**src/rtl/addsub_res_station_pkg.sv**
```systemverilog
// Shared constants for the Tomasulo core: ALU opcodes, tag ranges per station
// and the per-entry state encoding of the add/sub reservation station.
package addsub_res_station_pkg;

  localparam logic [1:0] ALU_ADD = 2'd0;
  localparam logic [1:0] ALU_SUB = 2'd1;
  localparam logic [1:0] ALU_AND = 2'd2;
  localparam logic [1:0] ALU_OR  = 2'd3;

  localparam int TAG_NONE = 0;

  // Tag ranges of the three stations must never overlap (and never include 0)
  localparam int TAG_BASE_ADDSUB = 1;
  localparam int TAG_BASE_MULT   = 4;
  localparam int TAG_BASE_DIV    = 7;

  localparam int ADDSUB_ALU = 0;

  typedef enum logic [1:0] {
    ST_FREE  = 2'd0,
    ST_WAIT  = 2'd1,
    ST_READY = 2'd2,
    ST_EXEC  = 2'd3
  } entry_state_t;

endpackage

```
**src/rtl/addsub_res_station_rs_entry.sv**
```systemverilog
// One reservation-station entry: state register, operand capture with issue-time
// CDB bypass, CDB snoop while waiting, and release on its own tag's broadcast.
module rs_entry
  import addsub_res_station_pkg::*;
#(
  parameter int              DATA_W = 32,
  parameter int              TAG_W  = 4,
  parameter logic [TAG_W-1:0] MY_TAG = 1
) (
  input  logic              clk,
  input  logic              rst_n,
  input  logic              alloc,
  input  logic              dispatch,
  input  logic [1:0]        issue_op,
  input  logic [DATA_W-1:0] issue_vj,
  input  logic [DATA_W-1:0] issue_vk,
  input  logic [TAG_W-1:0]  issue_qj,
  input  logic [TAG_W-1:0]  issue_qk,
  input  logic              cdb_valid,
  input  logic [TAG_W-1:0]  cdb_tag,
  input  logic [DATA_W-1:0] cdb_data,
  output logic              free,
  output logic              ready,
  output logic [1:0]        op,
  output logic [DATA_W-1:0] vj,
  output logic [DATA_W-1:0] vk
);

  entry_state_t     state;
  logic [TAG_W-1:0] qj, qk;

  logic             cdb_live;
  logic             byp_j, byp_k, snoop_j, snoop_k;
  logic [TAG_W-1:0] new_qj, new_qk;

  // Tag 0 on the bus means "nothing"; it must never match a cleared q
  assign cdb_live = cdb_valid && (cdb_tag != TAG_W'(TAG_NONE));
  assign byp_j    = cdb_live && (issue_qj == cdb_tag);
  assign byp_k    = cdb_live && (issue_qk == cdb_tag);
  assign snoop_j  = cdb_live && (qj == cdb_tag);
  assign snoop_k  = cdb_live && (qk == cdb_tag);
  assign new_qj   = byp_j ? '0 : issue_qj;
  assign new_qk   = byp_k ? '0 : issue_qk;

  assign free  = (state == ST_FREE);
  assign ready = (state == ST_READY);

  always_ff @(posedge clk or negedge rst_n) begin
    if (!rst_n) begin
      state <= ST_FREE;
      op    <= '0;
      vj    <= '0;
      vk    <= '0;
      qj    <= '0;
      qk    <= '0;
    end else begin
      case (state)
        ST_FREE: begin
          if (alloc) begin
            op    <= issue_op;
            vj    <= byp_j ? cdb_data : issue_vj;
            vk    <= byp_k ? cdb_data : issue_vk;
            qj    <= new_qj;
            qk    <= new_qk;
            state <= ((new_qj == '0) && (new_qk == '0)) ? ST_READY : ST_WAIT;
          end
        end
        ST_WAIT: begin
          if (snoop_j) begin
            vj <= cdb_data;
            qj <= '0;
          end
          if (snoop_k) begin
            vk <= cdb_data;
            qk <= '0;
          end
          if (((qj == '0) || snoop_j) && ((qk == '0) || snoop_k))
            state <= ST_READY;
        end
        ST_READY: begin
          if (dispatch)
            state <= ST_EXEC;
        end
        ST_EXEC: begin
          if (cdb_live && (cdb_tag == MY_TAG))
            state <= ST_FREE;
        end
        default: state <= ST_FREE;
      endcase
    end
  end

endmodule

```
**src/rtl/addsub_res_station.sv**
```systemverilog
// Add/sub/logic reservation station: free-slot and ready-slot priority encoders
// around a row of rs_entry instances, plus the dispatch payload mux.
module addsub_res_station
  import addsub_res_station_pkg::*;
#(
  parameter int DATA_W   = 32,
  parameter int TAG_W    = 4,
  parameter int ENTRIES  = 3,
  parameter int TAG_BASE = TAG_BASE_ADDSUB
) (
  input  logic              clk,
  input  logic              rst_n,
  input  logic              issue_en,
  input  logic [1:0]        issue_op,
  input  logic [DATA_W-1:0] issue_vj,
  input  logic [DATA_W-1:0] issue_vk,
  input  logic [TAG_W-1:0]  issue_qj,
  input  logic [TAG_W-1:0]  issue_qk,
  output logic [TAG_W-1:0]  issue_tag,
  output logic              full,
  input  logic              cdb_valid,
  input  logic [TAG_W-1:0]  cdb_tag,
  input  logic [DATA_W-1:0] cdb_data,
  output logic              disp_valid,
  input  logic              disp_ready,
  output logic [1:0]        disp_op,
  output logic [DATA_W-1:0] disp_a,
  output logic [DATA_W-1:0] disp_b,
  output logic [TAG_W-1:0]  disp_tag
);

  logic [ENTRIES-1:0] free, ready, alloc, dispatch;
  logic [ENTRIES-1:0] first_free, first_ready;
  logic [1:0]         op [ENTRIES];
  logic [DATA_W-1:0]  vj [ENTRIES];
  logic [DATA_W-1:0]  vk [ENTRIES];

  // Both encoders look only at registered entry state, so a slot released this
  // edge is not reusable until the next cycle and issue never reaches dispatch.
  always_comb begin
    first_free = '0;
    issue_tag  = '0;
    for (int i = ENTRIES - 1; i >= 0; i--) begin
      if (free[i]) begin
        first_free    = '0;
        first_free[i] = 1'b1;
        issue_tag     = TAG_W'(TAG_BASE + i);
      end
    end
  end

  always_comb begin
    first_ready = '0;
    disp_op     = '0;
    disp_a      = '0;
    disp_b      = '0;
    disp_tag    = '0;
    for (int i = ENTRIES - 1; i >= 0; i--) begin
      if (ready[i]) begin
        first_ready    = '0;
        first_ready[i] = 1'b1;
        disp_op        = op[i];
        disp_a         = vj[i];
        disp_b         = vk[i];
        disp_tag       = TAG_W'(TAG_BASE + i);
      end
    end
  end

  assign full       = ~|free;
  assign disp_valid = |ready;
  assign alloc      = {ENTRIES{issue_en & ~full}} & first_free;
  assign dispatch   = {ENTRIES{disp_ready}} & first_ready;

  for (genvar gi = 0; gi < ENTRIES; gi++) begin : g_entry
    rs_entry #(
      .DATA_W (DATA_W),
      .TAG_W  (TAG_W),
      .MY_TAG (TAG_W'(TAG_BASE + gi))
    ) u_entry (
      .clk       (clk),
      .rst_n     (rst_n),
      .alloc     (alloc[gi]),
      .dispatch  (dispatch[gi]),
      .issue_op  (issue_op),
      .issue_vj  (issue_vj),
      .issue_vk  (issue_vk),
      .issue_qj  (issue_qj),
      .issue_qk  (issue_qk),
      .cdb_valid (cdb_valid),
      .cdb_tag   (cdb_tag),
      .cdb_data  (cdb_data),
      .free      (free[gi]),
      .ready     (ready[gi]),
      .op        (op[gi]),
      .vj        (vj[gi]),
      .vk        (vk[gi])
    );
  end

endmodule

```
**config.mk**
```make
export PLATFORM = sky130hd
export DESIGN_NAME = addsub_res_station
export DESIGN_NICKNAME = d
export VERILOG_FILES = /design/src/rtl/addsub_res_station_pkg.sv /design/src/rtl/addsub_res_station_rs_entry.sv /design/src/rtl/addsub_res_station.sv
export SDC_FILE = /design/constraint.sdc
export NUM_CORES = 1
export LEC_CHECK = 0
export BUFFER_PORTS_ARGS = -buffer_cell sky130_fd_sc_hd__buf_2
export CAP_MARGIN = 30
export CORE_ASPECT_RATIO = 1.75
export CORE_MARGIN = 2
export CORE_UTILIZATION = 47
export CTS_CLUSTER_DIAMETER = 60
export DETAILED_ROUTE_END_ITERATION = 10
export PLACE_DENSITY = 0.76
export SYNTH_ARGS = -nofsm -noshare
export SYNTH_HDL_FRONTEND = slang
export SYNTH_SLANG_ARGS = --single-unit
```
**constraint.sdc**
```tcl
create_clock -name clk -period 5.33 [get_ports clk]
set_clock_uncertainty 0.15 [all_clocks]
set_input_delay 0.2665 -clock clk [delete_from_list [all_inputs] [get_ports clk]]
set_output_delay 0.2665 -clock clk [all_outputs]
set_load 0.05 [all_outputs]
```
# Yosys cells after proc, flatten, opt, wreduce, memory -nomap -nowiden

Index checks and enable logic that the tools add are counted.
Widths: inputs -> output; s select.

Equality and inequality tests: 38
Multiplexer cells: 77
Bitwise logic cells: 3
Reductions and logical operators: 52

Operators by type and width:

| cell               | count |
|---|---|
| $mux 32            | 20 |
| $pmux 32 s2        | 6 |
| $mux 4             | 17 |
| $pmux 4 s2         | 6 |
| $mux 2             | 19 |
| $eq 4x4->1         | 8 |
| $logic_not 4->1    | 8 |
| $ne 2x1->1 const B | 12 |
| $pmux 2 s4         | 3 |
| $mux 3             | 6 |
| $reduce_and 3->1   | 6 |
| $logic_and 1x1->1  | 16 |
| $eq 2x2->1 const B | 6 |
| $ne 2x2->1 const B | 6 |
| $reduce_and 4->1   | 3 |
| $eq 4x2->1 const B | 2 |
| $and 3x3->3        | 2 |
| $eq 2x1->1 const B | 3 |
| $logic_not 2->1    | 3 |
| $logic_or 1x1->1   | 6 |
| $reduce_and 2->1   | 3 |
| $reduce_bool 2->1  | 3 |
| $reduce_or 3->1    | 2 |
| $eq 4x1->1 const B | 1 |
| other kinds (3)    | 3 |

Register bits: 228
Input port bits: 115
Output and inout port bits: 76
Logic and storage cells: 188

# Depth between registers and ports, before layout

Gate-level depths: netlist of run 1.

Word-level depth: 9
Depth in mapped cells: 8
Depth with buffers taken out: 7

# By module

Synthesis of run 1 repeated with hierarchy kept, for this count alone.

Cells, all modules: 1355
Area, all modules: 14476.4 µm²

By module, submodules not included:

| module                        | instances | cells each | area each (µm²) | sequential area each (µm²) |
|---|---|---|---|---|
| rs_entry (g_entry[2].u_entry) | 1         | 344        | 4159.0          | 1901.8 |
| rs_entry (g_entry[1].u_entry) | 1         | 343        | 4107.7          | 1901.8 |
| rs_entry (g_entry[0].u_entry) | 1         | 344        | 4056.4          | 1901.8 |
| addsub_res_station            | 1         | 324        | 2153.3          | 0.0 |

# Worst setup path after synthesis of run 1

OpenSTA, ideal clock, no wires.

Kind: register -> output
Start: register g_entry[1].u_entry.state[0]
End: output disp_a[10]
Arrival: 2.732 ns
Required time: 4.913 ns
Slack: 2.181 ns
Stages on the path, launching flop included: 9
Path buffers: 3
Path through: dfrtp_1 > inv_1 > ha_1 > clkbuf_1 > nor2b_1 > clkbuf_1 > buf_1 > a22oi_1 > o21ai_0

Cells in the longest elaborated chain, start to end: 3

RTL lines:

| element                  | line                              | text |
|---|---|---|
| start: declaration       | addsub_res_station_rs_entry.sv:29 | `entry_state_t state;` |
| start signal: assignment | addsub_res_station_rs_entry.sv:65 | `state <= ((new_qj == '0) && (new_qk == '0)) ? ST_READY : ST_WAIT;` |
| $eq 2x2->1               | addsub_res_station_rs_entry.sv:46 | `assign ready = (state == ST_READY);` |
| $mux 32 (2 in a row)     | addsub_res_station.sv:59          | `if (ready[i]) begin` |
| end: declaration         | addsub_res_station.sv:27          | `output logic [DATA_W-1:0] disp_a,` |

Every way passes these cells.

# Worst setup path after layout of run 1

Start: register g_entry[1].u_entry.state[0]
End: output disp_a[20]

The elaborated chain is that of the path after synthesis.

==> out/summary.txt, run 1 <==
Synth Flop Type = dfrtp_1
Initial core utilization = 0.473
Library cells used by synthesis = 44
Avg Cell Area, Syn = 11.8 sq um
Max clock buf depth = 3
Critical path type = reg -> out
Rel. slew slack = 0.346
VDD IR-drop max = 0.000642 V
Share of cells above drive strength 1 = 0.481
Synthesized cell area = 13100 sq um
Core Area = 27800 sq um
CTS root buffer = clkbuf_16
Post-place setup slack = 1980 ps
Max Cap Viol = 0
Overall Power = 11.5 mW
Worst-margin pin slew = 981 ps
CP max-delay cell = ha_2
Post-synth EDFFs = 0
Tmin final = 3730 ps
Area grow syn2layout = 20.8%
RSZ-0062 raised after global routing = no
Hold Path Class = in -> reg
Die height = 225 microns
Post-CTS Setup Inserts = 0
First-pass GRT wire length = 56500 microns
Clk_lat worst skew = 530 ps
Initial antenna violation count = 4
Met1 usage = 0.286
Worst Path Buf+Inv = 3
Final setup vio count = 0
YS warnings = 0
Startpoint Class = flop
Asr flop ratio synth = 1.00
Status = finished, final reports clean
Post-Synthesis Cells = 1113
Slew Limit Fails = 0
DRC violations left = 0
DRT iter0 DRCs = 551
Lkg Pwr = 6.74 nW
FMAX = 268 MHz
Htree depth = 1
CTS Buf Count = 23
Total iterations of the first detailed-routing run = 5
Critical Path RT = 4910 ps
Largest net degree at the start of global routing = 127
Final Hold Vio Count = 0
IO Port Bufs = 186
Pwr dens = 724 nW/um^2
TritonCTS clock tree = built
Die X = 130 microns
Arr. time, crit path = 3320 ps
Top Usage Layer GRT = met2
Setup_tns = 0 ps
Cell Chain, Critical Path = inv_1 -> ha_2 -> nor2b_4 -> buf_4 -> a22oi_1 -> o21ai_0 -> buf_2
CP max stage delay = 500 ps
Antenna Nets Post-Route = 0
Total grt overflow = 0
Top delay family on crit path = buffers and inverters
Hpwl dp = 23800 microns
Resize count post-CTS = 0
Setup ws final = 1600 ps
# rows = 81
Final wirelength = 36500 microns
Vias = 10017
Crit. End Element = primary output
Critical Path Fanout Max = 38
Die Area = 29400 sq um
Period utilization = 0.701
Final nets = 1466
GP Congestion = 0.915
Met2 Resource Use GR = 0.440
Via/cell ratio = 5.79
Sequential area share after synthesis = 0.434
Io pins = 191
Number of clock sinks = 228
Routed len/inst = 21.1 microns
FF+latch count, synth = 228
Met3 Use GR = 0.0313
Clock-pin slew on the worst setup and hold paths = 60 ps
Total GRT Usage = 0.247
Vias in the first global route = 10665
cells in the mapped netlist (5+ instances only):
| cell | instances | share of area |
|---|---|---|
| mux2_2 | 391 | 0.34 |
| dfrtp_1 | 228 | 0.43 |
| nand2_1 | 101 | 0.029 |
| o21ai_0 | 79 | 0.030 |
| a22oi_1 | 66 | 0.038 |
| clkbuf_1 | 31 | 0.0089 |
| inv_1 | 31 | 0.0089 |
| xor2_1 | 30 | 0.020 |
| buf_2 | 27 | 0.010 |
| mux2i_1 | 15 | 0.011 |
| buf_6 | 13 | 0.011 |
| ha_1 | 13 | 0.012 |
| a21oi_2 | 9 | 0.0060 |
| a21oi_1 | 7 | 0.0027 |
| nor4_1 | 6 | 0.0029 |
| o41ai_1 | 6 | 0.0040 |
| buf_4 | 5 | 0.0029 |
| nand3_1 | 5 | 0.0019 |
kinds of logic (layout without fill, tap and decap cells):
group,after synthesis,after routing,synth area share
buf+inv,111,349,0.0447
simple gates,129,129,0.0433
flops,228,228,0.434
xor+xnor,32,32,0.0213
other cells,1,8,0.000285
compound gates,191,191,0.0949
mux,408,408,0.349
fa+ha+maj,13,13,0.0124
per-layer routing:
| metal | up-vias | share of wire |
|---|---|---|
| li1 | 4485 | - |
| met1 | 5072 | 0.38 |
| met2 | 355 | 0.53 |
| met3 | 105 | 0.045 |
| met4 | 0 | 0.045 |
| met5 | - | 0 |
state kept, by name, indices dropped and copies added, names as in the netlist:
name	count
g_entry.u_entry.qj	12
g_entry.u_entry.op	6
g_entry.u_entry.state	6
g_entry.u_entry.vj	96
g_entry.u_entry.vk	96
g_entry.u_entry.qk	12
stage by stage:
step | utilization | hold WS [ps] | std cells | instance area (sq um)
after floorplan | - | -179 | 1116 | 13200
after global placement | 0.517 | 208 | 1612 | 14300
after detailed placement | 0.517 | 215 | 1612 | 14300
after CTS | 0.571 | 1.29 | 1727 | 15900
after global routing | 0.572 | 14.3 | 1731 | 15900
final | 0.572 | 24.1 | 1731 | 15900
area by class of cell:
cell class	instances	area, sq um
Fill cell	2287	11900
Multi-Input combinational cell	777	6980
Sequential cell	228	5710
Timing Repair Buffer	277	1820
Clock buffer	34	677
Tap cell	373	467
Inverter	31	116
Clock inverter	7	95.1
Antenna cell	4	10.0
power by group:
part / leakage (nW) / internal (mW) / switching (mW)
Sequential: 2.71 / 2.65 / 0.491
Combinational: 3.65 / 2.71 / 3.96
Clock: 0.378 / 0.979 / 0.708
final timing paths:
kind | end | slack (ps) | cells after the start | startpoint
hold reg to reg | g_entry[0].u_entry.vk[22] | 350 | 1 | g_entry[0].u_entry.vk[22]
hold / removal | g_entry[1].u_entry.vj[19] | 20 | 3 | issue_vj[19]
setup reg to reg | g_entry[2].u_entry.vk[22] | 1940 | 8 | g_entry[0].u_entry.state[0]
max in group asynchronous | g_entry[1].u_entry.vk[28] | 3550 | 3 | rst_n
min in group asynchronous | g_entry[0].u_entry.vk[7] | 180 | 2 | rst_n
setup / recovery | disp_a[20] | 1600 | 7 | g_entry[1].u_entry.state[0]
cell usage in the layout (no fill, tap or decap), types with 5 or more instances in the layout:
cell type | Yosys | final
a21oi_1 | 7 | 5
buf_2 | 27 | 185
dlygate4sd3_1 | 0 | 74
buf_4 | 5 | 16
dfrtp_1 | 228 | 228
ha_1 | 13 | 11
inv_1 | 31 | 31
xor2_1 | 30 | 30
o21ai_0 | 79 | 79
nand3_1 | 5 | 5
a21oi_4 | 0 | 11
mux2_2 | 391 | 391
mux2i_1 | 15 | 15
nor4_1 | 6 | 6
a22oi_1 | 66 | 66
clkbuf_8 | 2 | 6
nand2_1 | 101 | 101
clkbuf_1 | 31 | 5
clkbuf_16 | 0 | 23
o41ai_1 | 6 | 6
worst register-to-register path, cell delays in order (launching register included):
cell and delay, ps:
dfrtp_1 380, inv_1 130, ha_1 280, nor2b_1 210, nand3_1 270, a21boi_0 300
a21oi_4 730, buf_4 420, mux2_2 370
repair_timing:
action	4_1_cts	5_1_grt
setup endpoints to repair	0	0
endpoints found under the hold margin	313	0
hold buffers	74	0
No activity file was read; power rests on OpenSTA's default activity.
==> run 2: changes to the inputs <==
clock period = 3.7 ns   (was 5.33 ns; I/O delays follow)
==> run 2 against run 1 <==
Design area increased by 5.1%. Die area unchanged. Core utilization increased by 2.9 points. Power increased by 47%. Register-to-register slack got worse by 1500 ps. Routed wire length increased by 6.6%. Critical endpoint is now disp_a[12].
==> out/summary.txt, run 2 (synthesis gave the netlist of run 1 again) <==
Status = finished, final reports clean (unchanged)
Total GRT Usage = 0.263 (was 0.247)
FMAX = 293 MHz
# rows = 81 (unchanged)
Reg-to-reg slack, setup = 470 ps (was 1940 ps)
Area grow syn2layout = 26.9% (was 20.8%)
TritonCTS clock tree = built (unchanged)
Cells on Worst Hold Path = 3 (unchanged)
Tmin final = 3420 ps
Final nets = 1547 (was 1466)
Rel. slew slack = 0.376 (was 0.346)
Hpwl dp = 23900 microns (was 23800 microns)
Most frequent cells in the layout = mux2_2, dfrtp_1, buf_2 (unchanged)
Total iterations of the first detailed-routing run = 5 (unchanged)
Setup_tns = 0 ps (unchanged)
Worst flop-to-flop path endpoint = g_entry[0].u_entry.vj[26] (was g_entry[2].u_entry.vk[22])
Critical R2R Launch = g_entry[0].u_entry.state[1] (was g_entry[0].u_entry.state[0])
Clk_lat worst skew = 520 ps (was 530 ps)
Die Area = 29400 sq um (unchanged)
Htree depth = 1 (unchanged)
Final wirelength = 38900 microns (was 36500 microns)
Total grt overflow = 0 (unchanged)
R2R cell count = 7 (was 8)
Pwr dens = 1020 nW/um^2 (was 724 nW/um^2)
Critical path type = reg -> out (unchanged)
Dpl cell area = 14500 sq um (was 14300 sq um)
Die height = 225 microns (unchanged)
Top flop regs = g_entry.u_entry.vj (96), g_entry.u_entry.vk (96) (unchanged)
Leading cell type in the layout, fill and taps excluded = mux2_2 (unchanged)
Setup ws final = 283 ps (was 1600 ps)
Final Hold Vio Count = 0 (unchanged)
Initial antenna violation count = 3 (was 4)
Design area = 16700 sq um (was 15900 sq um)
Layout fillers = 2168 (was 2287)
Hold path start = cdb_data[31] (was issue_vj[19])
Initial core utilization = 0.473 (unchanged)
Via/cell ratio = 5.78 (was 5.79)
Slew Limit Fails = 0 (unchanged)
GP Congestion = 0.839 (was 0.915)
Routed len/inst = 21.5 microns (was 21.1 microns)
Post-Layout Cell Count = 1809 (was 1731)
IO Port Bufs = 186 (unchanged)
Worst-margin pin slew = 937 ps (was 981 ps)
Die X = 130 microns (unchanged)
Period utilization = 0.924
Resize count post-CTS = 0 (unchanged)
Overall Power = 16.9 mW (was 11.5 mW)
Post-place setup slack = 774 ps (was 1980 ps)
Share of cells above drive strength 1 = 0.461 (was 0.481)
Io pins = 191 (unchanged)
Max clock buf depth = 3 (unchanged)
CTS Buf Count = 22 (was 23)
DP Cell Count = 1623 (was 1612)
Lkg Pwr = 7.08 nW (was 6.74 nW)
Critical Path Fanout Max = 40 (was 38)
Largest net degree at the start of global routing = 92 (was 127)
Antenna Nets Post-Route = 0 (unchanged)
Core Area = 27800 sq um (unchanged)
First-pass GRT wire length = 59900 microns (was 56500 microns)
Number of clock sinks = 228 (unchanged)
Hold path endpoint = g_entry[0].u_entry.vk[31] (was g_entry[1].u_entry.vj[19])
Crit. End Element = primary output (unchanged)
CTS root buffer = clkbuf_16 (unchanged)
Clock-pin slew on the worst setup and hold paths = 70 ps (was 60 ps)
Hold Path Class = in -> reg (unchanged)
DRC violations left = 0 (unchanged)
Arr. time, crit path = 3080 ps (was 3320 ps)
Max Cap Viol = 0 (unchanged)
Final setup vio count = 0 (unchanged)
Vias = 10450 (was 10017)
Vias in the first global route = 11263 (was 10665)
DRT iter0 DRCs = 566 (was 551)
VDD IR-drop max = 0.000637 V (was 0.000642 V)
Startpoint Class = flop (unchanged)
Critical Path RT = 3370 ps (was 4910 ps)
RSZ-0062 raised after global routing = no (unchanged)
==> run 2: layout make-up <==
cell class | count | area (sq um) | share of cell area
well taps | 373 | 467 | 0.0280
flip-flops and latches | 228 | 5710 | 0.342
clock inverters | 5 | 55.1 | 0.00330
multi-input cells | 777 | 6980 | 0.418
inverters | 31 | 116 | 0.00698
diodes | 3 | 7.51 | 0.000450
repair buffers | 359 | 2670 | 0.160
clock buffers | 33 | 683 | 0.0410
==> run 2: worst max-delay path by stage <==
stage,start,endpoint,cells past startpoint
after floorplan,g_entry[1].u_entry.state[0],disp_a[10],8
after global placement,cdb_tag[2],g_entry[1].u_entry.vj[7],6
after detailed placement,cdb_tag[2],g_entry[0].u_entry.vj[9],6
after CTS,g_entry[1].u_entry.state[0],disp_a[12],6
after global routing,g_entry[1].u_entry.state[0],disp_a[12],6
final,g_entry[1].u_entry.state[0],disp_a[12],6
==> run 2: per-layer routing <==
layer | global-route usage | up-vias | wire (microns)
met5 | 0 | - | 0
met4 | 0.148 | 0 | 2120
met3 | 0.0318 | 130 | 1830
met2 | 0.476 | 399 | 20700
met1 | 0.294 | 5271 | 14300
li1 | - | 4650 | -
==> run 2: stage by stage <==
stage	hold slack [ps]	utilization
after global placement	105	0.521
after CTS	2.54	0.600
after detailed placement	99.9	0.521
final	29.5	0.601
after floorplan	-261	-
after global routing	22.2	0.601
==> run 2: worst max-delay path, cell delays in order, from the launching register on <==
cell,delay [ps]
dfrtp_1,410
inv_1,120
ha_2,810
buf_12,320
a22oi_1,120
o21ai_0,390
buf_2,350
==> run 2: where the power goes <==
group	switching, mW	leakage (nW)	internal [mW]
registers	0.720	2.71	3.81
logic	5.85	4.01	4.22
clock network	0.987	0.360	1.34
total	7.55	7.08	9.38
==> run 2: repair_timing <==
action | in CTS | in global routing
endpoints found under the hold margin | 310 | 0
hold buffers | 145 | 0
setup buffers | 0 | 0
